### src/rtl/rv32_mem_pkg.sv
// Package for the MEM-stage data-memory access unit.
// Contents:
//   mem_state_e  - access sequencer states IDLE/REQ/RESP/DONE
//   mem_op_e     - EX/MEM data_ctrl encoding (2'b11 behaves as OP_NONE)
//   acc_size_e   - access width class derived from funct3
//   F3_*         - funct3 encodings of the load/store widths
//   access_size  - funct3 -> width class (store and load decode differ)
//   is_misaligned- width class + addr[1:0] -> misaligned access flag
package rv32_mem_pkg;

  typedef enum logic [1:0] {IDLE, REQ, RESP, DONE} mem_state_e;

  typedef enum logic [1:0] {
    OP_NONE  = 2'b00,
    OP_LOAD  = 2'b01,
    OP_STORE = 2'b10
  } mem_op_e;

  typedef enum logic [1:0] {SZ_B, SZ_H, SZ_W} acc_size_e;

  localparam logic [2:0] F3_B  = 3'b000;
  localparam logic [2:0] F3_H  = 3'b001;
  localparam logic [2:0] F3_W  = 3'b010;
  localparam logic [2:0] F3_BU = 3'b100;
  localparam logic [2:0] F3_HU = 3'b101;

  // Stores only know SB/SH; every other store funct3 is a full word.
  // Loads add the unsigned byte/half forms; the rest read a full word.
  function automatic acc_size_e access_size(input logic is_store, input logic [2:0] f3);
    if (is_store) begin
      if (f3 == F3_B) return SZ_B;
      if (f3 == F3_H) return SZ_H;
      return SZ_W;
    end
    case (f3)
      F3_B, F3_BU: return SZ_B;
      F3_H, F3_HU: return SZ_H;
      default:     return SZ_W;
    endcase
  endfunction

  function automatic logic is_misaligned(input acc_size_e sz, input logic [1:0] a);
    return ((sz == SZ_H) && a[0]) || ((sz == SZ_W) && (a != 2'b00));
  endfunction

endpackage

### src/rtl/rv32_mem_access_unit_if.sv
// Data-memory bus between the MEM-stage access unit (master) and memory (slave).
// Signals:
//   dmem_req_valid/ready - request handshake
//   dmem_req_we          - 1 store, 0 load
//   dmem_req_addr        - word-aligned address
//   dmem_req_wdata/be    - lane-replicated store data and byte enables
//   dmem_rsp_valid/rdata - load response
interface rv32_mem_access_unit_if;
  logic        dmem_req_valid;
  logic        dmem_req_ready;
  logic        dmem_req_we;
  logic [31:0] dmem_req_addr;
  logic [31:0] dmem_req_wdata;
  logic [3:0]  dmem_req_be;
  logic        dmem_rsp_valid;
  logic [31:0] dmem_rsp_rdata;

  modport master (
    output dmem_req_valid, dmem_req_we, dmem_req_addr, dmem_req_wdata, dmem_req_be,
    input  dmem_req_ready, dmem_rsp_valid, dmem_rsp_rdata
  );

  modport slave (
    input  dmem_req_valid, dmem_req_we, dmem_req_addr, dmem_req_wdata, dmem_req_be,
    output dmem_req_ready, dmem_rsp_valid, dmem_rsp_rdata
  );
endinterface

### src/rtl/rv32_load_align.sv
// Combinational load alignment: picks the byte/half lane out of the read
// word and sign- or zero-extends it according to funct3.
// Ports:
//   rdata_i   - 32-bit word returned by memory
//   addr_lo_i - addr[1:0]; byte lane = addr[1:0], half lane = addr[1]
//   funct3_i  - load funct3 (011/110/111 behave as LW)
//   data_o    - aligned, extended result
module rv32_load_align
  import rv32_mem_pkg::*;
(
  input  logic [31:0] rdata_i,
  input  logic [1:0]  addr_lo_i,
  input  logic [2:0]  funct3_i,
  output logic [31:0] data_o
);

  logic [7:0]  byte_sel;
  logic [15:0] half_sel;

  always_comb begin
    byte_sel = rdata_i[{addr_lo_i, 3'b000} +: 8];
    half_sel = addr_lo_i[1] ? rdata_i[31:16] : rdata_i[15:0];
    case (funct3_i)
      F3_B:    data_o = {{24{byte_sel[7]}}, byte_sel};
      F3_H:    data_o = {{16{half_sel[15]}}, half_sel};
      F3_BU:   data_o = {24'h0, byte_sel};
      F3_HU:   data_o = {16'h0, half_sel};
      default: data_o = rdata_i;
    endcase
  end

endmodule

### src/rtl/rv32_mem_access_unit.sv
// MEM-stage data-memory access unit. Launches the EX/MEM load/store as a
// valid/ready request, waits for the load response (with timeout), aligns
// the read data and pulses the result towards writeback. Stalls upstream
// while the access is in flight.
// Optional feature: define RV32_MISALIGN_TRAP_EN to suppress misaligned
// half/word accesses and flag them on misalign_o instead.
// Ports:
//   clk, rst_n            - clock, async active-low reset
//   alu_res_in            - effective address
//   data_store_in         - store data (rs2)
//   data_ctrl_in          - 00 none, 01 load, 10 store, 11 none
//   code_in               - instruction (funct3 = code_in[14:12])
//   sel_rd_in             - load destination register
//   pc_hlt_in             - bubble/halt, blocks a launch
//   dmem                  - data-memory bus (master side)
//   stall_o               - freeze upstream stages
//   ld_valid_o/ld_data_o/ld_rd_o - load completion pulse and result
//   bus_err_o             - response timeout pulse
//   misalign_o            - misaligned access pulse (feature build only)
module rv32_mem_access_unit
  import rv32_mem_pkg::*;
#(
  parameter int RSP_TIMEOUT = 255
) (
  input  logic                   clk,
  input  logic                   rst_n,
  input  logic [31:0]            alu_res_in,
  input  logic [31:0]            data_store_in,
  input  logic [1:0]             data_ctrl_in,
  input  logic [31:0]            code_in,
  input  logic [4:0]             sel_rd_in,
  input  logic                   pc_hlt_in,
  rv32_mem_access_unit_if.master dmem,
  output logic                   stall_o,
  output logic                   ld_valid_o,
  output logic [31:0]            ld_data_o,
  output logic [4:0]             ld_rd_o,
  output logic                   bus_err_o,
  output logic                   misalign_o
);

  mem_state_e  state_q, state_d;
  logic [7:0]  cnt_q, cnt_d;
  logic [31:0] addr_q, addr_d;
  logic [31:0] wdata_q, wdata_d;
  logic [3:0]  be_q, be_d;
  logic [2:0]  f3_q, f3_d;
  logic [4:0]  rd_q, rd_d;
  logic        we_q, we_d;
  logic        ld_valid_q, ld_valid_d;
  logic [31:0] ld_data_q, ld_data_d;
  logic        bus_err_q, bus_err_d;
  logic        misalign_q, misalign_d;

  logic        is_store_in;
  logic        start;
  acc_size_e   size_in;
  logic        trap_in;
  logic [31:0] aligned_data;

  // Only funct3 is decoded from the instruction word.
  logic unused_code;
  assign unused_code = ^{code_in[31:15], code_in[11:0]};

  assign is_store_in = (data_ctrl_in == OP_STORE);
  assign start       = ((data_ctrl_in == OP_LOAD) || is_store_in) && !pc_hlt_in;
  assign size_in     = access_size(is_store_in, code_in[14:12]);

`ifdef RV32_MISALIGN_TRAP_EN
  assign trap_in = is_misaligned(size_in, alu_res_in[1:0]);
`else
  assign trap_in = 1'b0;
`endif

  rv32_load_align u_align (
    .rdata_i   (dmem.dmem_rsp_rdata),
    .addr_lo_i (addr_q[1:0]),
    .funct3_i  (f3_q),
    .data_o    (aligned_data)
  );

  // NOTE: every signal written here gets a default first, so no path leaves
  // one unassigned and no latch is inferred.
  always_comb begin
    state_d    = state_q;
    cnt_d      = cnt_q;
    addr_d     = addr_q;
    wdata_d    = wdata_q;
    be_d       = be_q;
    f3_d       = f3_q;
    rd_d       = rd_q;
    we_d       = we_q;
    ld_data_d  = ld_data_q;
    ld_valid_d = 1'b0;
    bus_err_d  = 1'b0;
    misalign_d = 1'b0;
    stall_o    = 1'b0;

    case (state_q)
      IDLE: begin
        if (start) begin
          stall_o = 1'b1;
          addr_d  = alu_res_in;
          f3_d    = code_in[14:12];
          rd_d    = sel_rd_in;
          we_d    = is_store_in;
          case (size_in)
            SZ_B:    begin be_d = 4'b0001 << alu_res_in[1:0];
                           wdata_d = {4{data_store_in[7:0]}}; end
            SZ_H:    begin be_d = alu_res_in[1] ? 4'b1100 : 4'b0011;
                           wdata_d = {2{data_store_in[15:0]}}; end
            default: begin be_d = 4'b1111; wdata_d = data_store_in; end
          endcase
          if (!is_store_in) be_d = 4'b1111;
          if (trap_in) begin
            // Misaligned: skip the bus entirely and report in DONE.
            state_d    = DONE;
            misalign_d = 1'b1;
            ld_valid_d = !is_store_in;
            ld_data_d  = 32'h0;
          end else begin
            state_d = REQ;
          end
        end
      end
      REQ: begin
        stall_o = 1'b1;
        if (dmem.dmem_req_ready) begin
          state_d = we_q ? DONE : RESP;
          cnt_d   = 8'h0;
        end
      end
      RESP: begin
        stall_o = 1'b1;
        if (dmem.dmem_rsp_valid) begin
          state_d    = DONE;
          ld_valid_d = 1'b1;
          ld_data_d  = aligned_data;
        end else if (cnt_q == 8'(RSP_TIMEOUT - 1)) begin
          // RESP has lasted RSP_TIMEOUT cycles: give up with zero data.
          state_d    = DONE;
          ld_valid_d = 1'b1;
          ld_data_d  = 32'h0;
          bus_err_d  = 1'b1;
        end else begin
          cnt_d = cnt_q + 8'h1;
        end
      end
      default: begin
        // DONE: upstream still presents this instruction, so no start here.
        state_d = IDLE;
      end
    endcase
  end

  // NOTE: sequential state uses non-blocking assignments only, so every flop
  // samples the pre-edge values regardless of statement order. The capture
  // registers are reset too, which keeps every bus/result output at 0 in reset.
  always_ff @(posedge clk or negedge rst_n) begin
    if (!rst_n) begin
      state_q    <= IDLE;
      cnt_q      <= 8'h0;
      addr_q     <= 32'h0;
      wdata_q    <= 32'h0;
      be_q       <= 4'h0;
      f3_q       <= 3'h0;
      rd_q       <= 5'h0;
      we_q       <= 1'b0;
      ld_valid_q <= 1'b0;
      ld_data_q  <= 32'h0;
      bus_err_q  <= 1'b0;
      misalign_q <= 1'b0;
    end else begin
      state_q    <= state_d;
      cnt_q      <= cnt_d;
      addr_q     <= addr_d;
      wdata_q    <= wdata_d;
      be_q       <= be_d;
      f3_q       <= f3_d;
      rd_q       <= rd_d;
      we_q       <= we_d;
      ld_valid_q <= ld_valid_d;
      ld_data_q  <= ld_data_d;
      bus_err_q  <= bus_err_d;
      misalign_q <= misalign_d;
    end
  end

  // Request valid decodes the state flop, so reset removes it immediately.
  assign dmem.dmem_req_valid = (state_q == REQ);
  assign dmem.dmem_req_we    = we_q;
  assign dmem.dmem_req_addr  = {addr_q[31:2], 2'b00};
  assign dmem.dmem_req_wdata = wdata_q;
  assign dmem.dmem_req_be    = be_q;

  assign ld_valid_o = ld_valid_q;
  assign ld_data_o  = ld_data_q;
  assign ld_rd_o    = rd_q;
  assign bus_err_o  = bus_err_q;
  assign misalign_o = misalign_q;

endmodule

### src/flat_wrapper.sv
// flat-port wrapper written by rule: the top's interface ports become plain ports
module rv32_mem_access_unit_flat import rv32_mem_pkg::*;
#(
  parameter int RSP_TIMEOUT = 255
)
  (clk, rst_n, alu_res_in, data_store_in, data_ctrl_in, code_in, sel_rd_in, pc_hlt_in, stall_o, ld_valid_o, ld_data_o, ld_rd_o, bus_err_o, misalign_o, dmem_dmem_req_valid, dmem_dmem_req_we, dmem_dmem_req_addr, dmem_dmem_req_wdata, dmem_dmem_req_be, dmem_dmem_req_ready, dmem_dmem_rsp_valid, dmem_dmem_rsp_rdata);
  rv32_mem_access_unit_if dmem_i ();
  input  logic clk;
  input  logic rst_n;
  input  logic [31:0] alu_res_in;
  input  logic [31:0] data_store_in;
  input  logic [1:0] data_ctrl_in;
  input  logic [31:0] code_in;
  input  logic [4:0] sel_rd_in;
  input  logic pc_hlt_in;
  output logic stall_o;
  output logic ld_valid_o;
  output logic [31:0] ld_data_o;
  output logic [4:0] ld_rd_o;
  output logic bus_err_o;
  output logic misalign_o;
  output wire logic [$bits(dmem_i.dmem_req_valid)-1:0] dmem_dmem_req_valid;
  output wire logic [$bits(dmem_i.dmem_req_we)-1:0] dmem_dmem_req_we;
  output wire logic [$bits(dmem_i.dmem_req_addr)-1:0] dmem_dmem_req_addr;
  output wire logic [$bits(dmem_i.dmem_req_wdata)-1:0] dmem_dmem_req_wdata;
  output wire logic [$bits(dmem_i.dmem_req_be)-1:0] dmem_dmem_req_be;
  input wire logic [$bits(dmem_i.dmem_req_ready)-1:0] dmem_dmem_req_ready;
  input wire logic [$bits(dmem_i.dmem_rsp_valid)-1:0] dmem_dmem_rsp_valid;
  input wire logic [$bits(dmem_i.dmem_rsp_rdata)-1:0] dmem_dmem_rsp_rdata;
  assign dmem_dmem_req_valid = dmem_i.dmem_req_valid;
  assign dmem_dmem_req_we = dmem_i.dmem_req_we;
  assign dmem_dmem_req_addr = dmem_i.dmem_req_addr;
  assign dmem_dmem_req_wdata = dmem_i.dmem_req_wdata;
  assign dmem_dmem_req_be = dmem_i.dmem_req_be;
  assign dmem_i.dmem_req_ready = dmem_dmem_req_ready;
  assign dmem_i.dmem_rsp_valid = dmem_dmem_rsp_valid;
  assign dmem_i.dmem_rsp_rdata = dmem_dmem_rsp_rdata;
  rv32_mem_access_unit #(.RSP_TIMEOUT(RSP_TIMEOUT)) u_core (.clk(clk), .rst_n(rst_n), .alu_res_in(alu_res_in), .data_store_in(data_store_in), .data_ctrl_in(data_ctrl_in), .code_in(code_in), .sel_rd_in(sel_rd_in), .pc_hlt_in(pc_hlt_in), .dmem(dmem_i), .stall_o(stall_o), .ld_valid_o(ld_valid_o), .ld_data_o(ld_data_o), .ld_rd_o(ld_rd_o), .bus_err_o(bus_err_o), .misalign_o(misalign_o));
endmodule
### config.mk
export PLATFORM = sky130hd
export DESIGN_NAME = rv32_mem_access_unit_flat
export DESIGN_NICKNAME = d
export VERILOG_FILES = /design/src/rtl/rv32_mem_pkg.sv /design/src/rtl/rv32_mem_access_unit_if.sv /design/src/rtl/rv32_load_align.sv /design/src/rtl/rv32_mem_access_unit.sv /design/src/flat_wrapper.sv
export SDC_FILE = /design/constraint.sdc
export NUM_CORES = 1
export LEC_CHECK = 0
export ABC_AREA = 0
export CORE_ASPECT_RATIO = 1.2
export CORE_MARGIN = 2
export CORE_UTILIZATION = 43
export DETAILED_ROUTE_END_ITERATION = 6
export PLACE_DENSITY = 0.81
export RECOVER_POWER = 25
export SYNTH_ARGS = -nofsm -noshare
export SYNTH_HDL_FRONTEND = slang
export SYNTH_SLANG_ARGS = --single-unit
### constraint.sdc
create_clock -name clk -period 3.4 [get_ports clk]
set_clock_uncertainty 0.2 [all_clocks]
set_input_delay 1.02 -clock clk [delete_from_list [all_inputs] [get_ports clk]]
set_output_delay 1.02 -clock clk [all_outputs]
set_load 0.005 [all_outputs]
## Yosys cells after proc, flatten, opt, wreduce, memory -nomap -nowiden

Index checks and enable logic that the tools add are counted.

| word-level totals | value |
|---|---|
| register bits after elaboration | 121 |
| output and inout bits | 111 |
| bits of input ports | 140 |
| logic and storage cells | 85 |

| cells by class | value |
|---|---|
| muxes and demuxes | 38 |
| reduce and logical (&&, ||, !) cells | 16 |
| equality and inequality tests | 17 |
| add/sub/neg operators | 1 |
| shifts and indexed selects | 2 |

Operators by type and width:

| operator | count |
|---|---|
| $pmux W32 S4 | 1 |
| $mux W32 | 2 |
| $pmux W32 S2 | 1 |
| $shiftx A32 B6 Y8 | 1 |
| $mux W8 | 3 |
| $mux W2 | 10 |
| $mux W16 | 1 |
| $pmux W8 S2 | 1 |
| $mux W1 | 13 |
| $eq A3 B3 Y1 const B | 4 |
| $add A8 B1 Y8 const B | 1 |
| $eq A8 B8 Y1 const B | 1 |
| $mux W4 | 2 |
| $pmux W4 S2 | 1 |
| $eq A2 B1 Y1 const B | 3 |
| $eq A3 B1 Y1 const B | 2 |
| $logic_not A3 Y1 | 2 |
| $pmux W2 S3 | 1 |
| $reduce_or A2 Y1 | 3 |
| $eq A2 B2 Y1 const B | 2 |
| $logic_not A2 Y1 | 2 |
| $ne A2 B1 Y1 const B | 2 |
| $ne A2 B2 Y1 const B | 2 |
| $pmux W2 S2 | 1 |
| other kinds (10) | 12 |

## Logic depth before layout (Yosys ltp)

| depth | value |
|---|---|
| word-level depth | 12 |
| mapped depth | 8 |
| mapped depth without buffers | 6 |

## Cells and area by module

From an unflattened synthesis, not the netlist that was laid out.

| unflattened totals | value |
|---|---|
| cells, all modules | 652 |
| area total of the unflattened synthesis | 6059.6 µm² |

By module, submodules not included:

| module | area each (µm²) | cells an instance | seq. area each (µm²) | times used |
|---|---|---|---|---|
| rv32_mem_access_unit | 5298.8 | 534 | 3027.9 | 1 |
| rv32_load_align | 760.7 | 118 | 0.0 | 1 |

## Worst setup path before layout

No wires, ideal clock.

| path | value |
|---|---|
| path type | input to output |
| start point | input data_ctrl_in[0] |
| end point | output stall_o |
| arrival | 2.205 ns |
| data required time | 2.180 ns |
| stages | 7 |
| setup slack | -0.025 ns |
| path buffers | 2 |
| cells stage by stage | inv_1 ha_1 nor3b_1 clkbuf_1 clkbuf_1 nor2_1 nor2_1 |

| on the way | value |
|---|---|
| word-level cells in the longest chain between the ends | 5 |
| elaborated cells between the ends (all ways) | 6 |
| classes of those cells | eq/ne: 2; mux: 2; reduce/logical: 2 |

RTL lines:

| element | RTL line | source |
|---|---|---|
| from (decl) | flat_wrapper.sv:12 | `input logic [1:0] data_ctrl_in;` |
| $eq A2 B1 Y1 or $eq A2 B2 Y1 (tied branches) | rv32_mem_access_unit.sv:66, rv32_mem_access_unit.sv:65 |  |
| $logic_or A1 B1 Y1 (*) | rv32_mem_access_unit.sv:66 | `assign start = ((data_ctrl_in == OP_LOAD) \|\| is_store_in) && !pc_hlt_in;` |
| $logic_and A1 B1 Y1 (*) | rv32_mem_access_unit.sv:66 |  |
| $mux W1 (*) | rv32_mem_access_unit.sv:101 | `if (start) begin` |
| $pmux W1 S2 (*) | rv32_mem_access_unit.sv:99 | `case (state_q)` |
| to (decl) | flat_wrapper.sv:16 | `output logic stall_o;` |

Every way passes the cells marked *; elsewhere a longest branch is shown, timed or not.

## Final worst setup path

| path | value |
|---|---|
| start point | input pc_hlt_in |
| end point | output stall_o |

| on the way | value |
|---|---|
| word-level cells in the longest chain between the ends | 4 |

RTL lines:

| element | RTL line | source |
|---|---|---|
| from (decl) | flat_wrapper.sv:15 | `input logic pc_hlt_in;` |
| $logic_not A1 Y1 | rv32_mem_access_unit.sv:66 |  |
| $logic_and A1 B1 Y1 | rv32_mem_access_unit.sv:66 |  |
| $mux W1 | rv32_mem_access_unit.sv:101 |  |
| $pmux W1 S2 | rv32_mem_access_unit.sv:99 |  |

Every way passes these cells.

==> flow_metrics.env <==
export IMPL_status="finished clean"
export IMPL_clock_root_buffer="clkbuf_16"
export IMPL_synthesis_area_um2=5910
export IMPL_floorplan_die_width_um=111
export IMPL_cts_clk_slew_worst_paths_ps=60
export IMPL_buffer_ports_inserted=218
export IMPL_area_delta_synth_final_pct=48.1
export IMPL_n_antenna_cell=0
export IMPL_post_place_setup_slack_ps=-588
export IMPL_first_global_vias=5512
export IMPL_cts_made_buffers=17
export IMPL_p_seq_share_pct=34.9
export IMPL_cp_required_ps=2180
export IMPL_cts_sink_count=121
export IMPL_post_drt_via_cell_ratio=5.33
export IMPL_avgRoutedWirePerCell_um=17.5
export IMPL_yosys_warnings=0
export IMPL_design_portCount=251
export IMPL_finalNetCount=964
export IMPL_timing_slew_headroom_pct=3.83
export IMPL_first_pass_iters=4
export IMPL_grt_pass1_wl_um=28000
export IMPL_cpMaxStageDelayCell="clkdlybuf4s50_1"
export IMPL_drt_initial_drc_count=333
export IMPL_fin_setup_tns_ps=0
export IMPL_synth_distinct_cells=53
export IMPL_initial_utilization_pct=44.4
export IMPL_seqCellArea_um2=3030
export IMPL_ant_nets=0
export IMPL_final_setup_violation_count=0
export IMPL_cp_arrival_ps=2100
export IMPL_final_period_utilization_pct=97.6
export IMPL_multi_input_area_um2=2470
export IMPL_internal_portion_of_total_power_uw=4870
export IMPL_antenna_found_initial=0
export IMPL_power_density_nw_per_um2=830
export IMPL_worst_slew_pin_transition_ps=1440
export IMPL_p_sw_share_pct=32.9
export IMPL_path_class="in -> out"
export IMPL_fill_cells=1057
export IMPL_rsz0062_at_grt="no"
export IMPL_avgSynthCellArea_um2=9.51
export IMPL_power_frac_clock_pct=24.1
export IMPL_cts_buffer_depth=2
export IMPL_fin_hold_viols=0
export IMPL_switchingPower_uw=2390
export IMPL_wl_um=17500
export IMPL_core_um2=13300
export IMPL_cts_tree="yes"
export IMPL_floorplan_die_area_um2=14700
export IMPL_dpl_hpwl_um=12100
export IMPL_achievable_frequency_mhz=301
export IMPL_clk_insertion_delay_late_ps=410
export IMPL_critPathCaptureType="primary output"
export IMPL_biggest_cell_delay_along_the_critical_path_ps=490
export IMPL_number_of_enable_type_register_cells_in_the_synthesized_netlist=0
export IMPL_chipHeight_um=132
export IMPL_post_route_min_period_ps=3320
export IMPL_routabilityCongestion=0.841
export IMPL_finish_cell_count_without_fillers=997
export IMPL_worst_path_max_fanout=2
export IMPL_htree_levels=4
export IMPL_crit_chain="clkdlybuf4s50_1 -> nor3b_4 -> nor2_2 -> nor2_1 -> buf_2"
export IMPL_detailroute_via_count=5314
export IMPL_track_usage_pct=23.7
export IMPL_largest_net_degree_at_the_start_of_global_routing=81
export IMPL_residual_overflow_from_global_routing=0
export IMPL_min_path_type="reg -> reg"
export IMPL_proportion_of_layout_cells_with_a_drive_suffix_above_1_pct=9.29
export IMPL_ys_seq_area_share_pct=51.2
export IMPL_cts_hold_buf=0
export IMPL_register_bit_total_from_synthesis=121
export IMPL_timing_max_transition_violations_final=0
export IMPL_startpoint_type_of_the_worst_setup_path="primary input"
export IMPL_ys_flop_type="dfrtp_1"
export IMPL_finalWorstSetupSlack_ps=81.0
export IMPL_drv_cap=0
export IMPL_drc_errors=0
export IMPL_vdd_ir_drop_worst_uv=424
export IMPL_rows=46
export IMPL_combinationalPowerShare_pct=41.0
export IMPL_numPlacedInstances=951
export IMPL_asyncSetResetFlopFracSynth_pct=100
export IMPL_total_leakage_power_uw=0.00399
export IMPL_post_synth_inst_count=621
placed cells by master (no fill, tap or decap), drive strengths merged, types with 2 or more instances in the layout:
cell type	count
a2111oi	7
a211o	9
a21oi	22
a221o	23
a22o	4
a31oi	4
a41o	3
and2	3
and3	3
buf	23
bufbuf	2
bufinv	2
clkbuf	19
clkdlybuf4s15	2
clkdlybuf4s50	214
clkinv	5
clkinvlp	5
conb	3
dfrtp	121
ha	7
inv	8
mux2	4
mux2i	27
nand2	195
nand2b	5
nand3b	2
nor2	29
nor2b	11
nor3	5
o21ai	37
o31ai	7
registers in the layout, summed over array words and instances (netlist names):
register	count
u_core.addr_q	32
u_core.dmem.dmem_req_wdata	32
u_core.ld_data_o	32
u_core.cnt_q	8
u_core.ld_rd_o	5
u_core.dmem.dmem_req_be	4
u_core.f3_q	3
u_core.state_q	2
u_core.bus_err_o	1
u_core.dmem.dmem_req_we	1
u_core.ld_valid_o	1
worst max-delay path: cells and delay by family:
family,cells,cell delay [ps]
buffers and inverters,2,630
AND/OR/NAND/NOR,3,450
synthesized netlist by cell type, drive strengths merged, types with 9 or more instances:
master | number | area share (%)
a211o | 9 | 1.4
a21oi | 22 | 2.2
a221o | 23 | 3.9
buf | 45 | 5.7
clkbuf | 23 | 1.5
dfrtp | 121 | 51
mux2i | 27 | 4.6
nand2 | 195 | 12
nor2 | 29 | 1.8
nor2b | 11 | 1.2
o21ai | 37 | 3.1
stage by stage:
stage / utilization [%] / power [uW] / cell area, um^2 / hold WS, ps
floorplan: - / 3950 / 5920 / 247
global placement: 60.1 / 5290 / 7990 / 259
detailed placement: 60.1 / 5440 / 7990 / 265
CTS: 65.8 / 7300 / 8750 / 280
global route: 65.8 / 7700 / 8750 / 302
finish: 65.8 / 7260 / 8750 / 274
power by group through the flow:
stage               logic [uW]  clock network [uW]  registers (uW)
CTS                       2990                1770            2530
detailed placement        2900                   0            2540
global placement          2780                   0            2500
finish                    2980                1750            2540
floorplan                 1510                   0            2440
global route              3230                1850            2620
timing repair:
item | 4_1_cts | 5_1_grt
pin swaps | 2 | 4
gates resized for setup | 13 | 4
setup buffers | 12 | 1
cloned | 2 | 0
endpoints found under the setup margin | 1 | 1
cell families (layout without fill, tap and decap cells):
| logic type | Yosys count | count (layout) | synth area share [%] |
|---|---|---|---|
| multiplexers | 31 | 31 | 5.34 |
| other | 1 | 3 | 0.0635 |
| flip-flops | 121 | 121 | 51.2 |
| AND/OR/NAND/NOR | 263 | 263 | 19.0 |
| buffers and inverters | 74 | 280 | 7.58 |
| adder cells (fa/ha/maj) | 7 | 7 | 1.48 |
| AO/OA/AOI/OAI | 124 | 124 | 15.3 |
worst paths after layout:
path	from	to	slack (ps)	cells after the start
worst max-delay path	pc_hlt_in	stall_o	80	5
worst min-delay path	u_core.addr_q[3]	u_core.addr_q[3]	270	2
worst max register to register	u_core.state_q[0]	u_core.dmem.dmem_req_be[1]	410	17
worst min register to register	u_core.addr_q[3]	u_core.addr_q[3]	270	2
max in group asynchronous	rst_n	u_core.dmem.dmem_req_wdata[7]	500	2
min in group asynchronous	rst_n	u_core.dmem.dmem_req_wdata[30]	750	1
routing by layer:
layer / GRT usage [%] / routed length [um] / vias up
met2: 41.8 / 8990 / 206
met1: 27.1 / 6760 / 2580
met3: 6.90 / 1150 / 35
met5: 0 / 0 / -
met4: 9.17 / 550 / 0
li1: - / - / 2493
final cells by class:
type                            instances  share of cell area (%)
Clock inverter                         14                    1.73
Timing Repair Buffer                  243                    27.9
Multi-Input combinational cell        428                    28.3
Inverter                                6                   0.257
Clock buffer                           17                    4.86
Sequential cell                       121                    34.6
Tap cell                              168                    2.40
No activity file was read; power rests on OpenSTA's default activity.
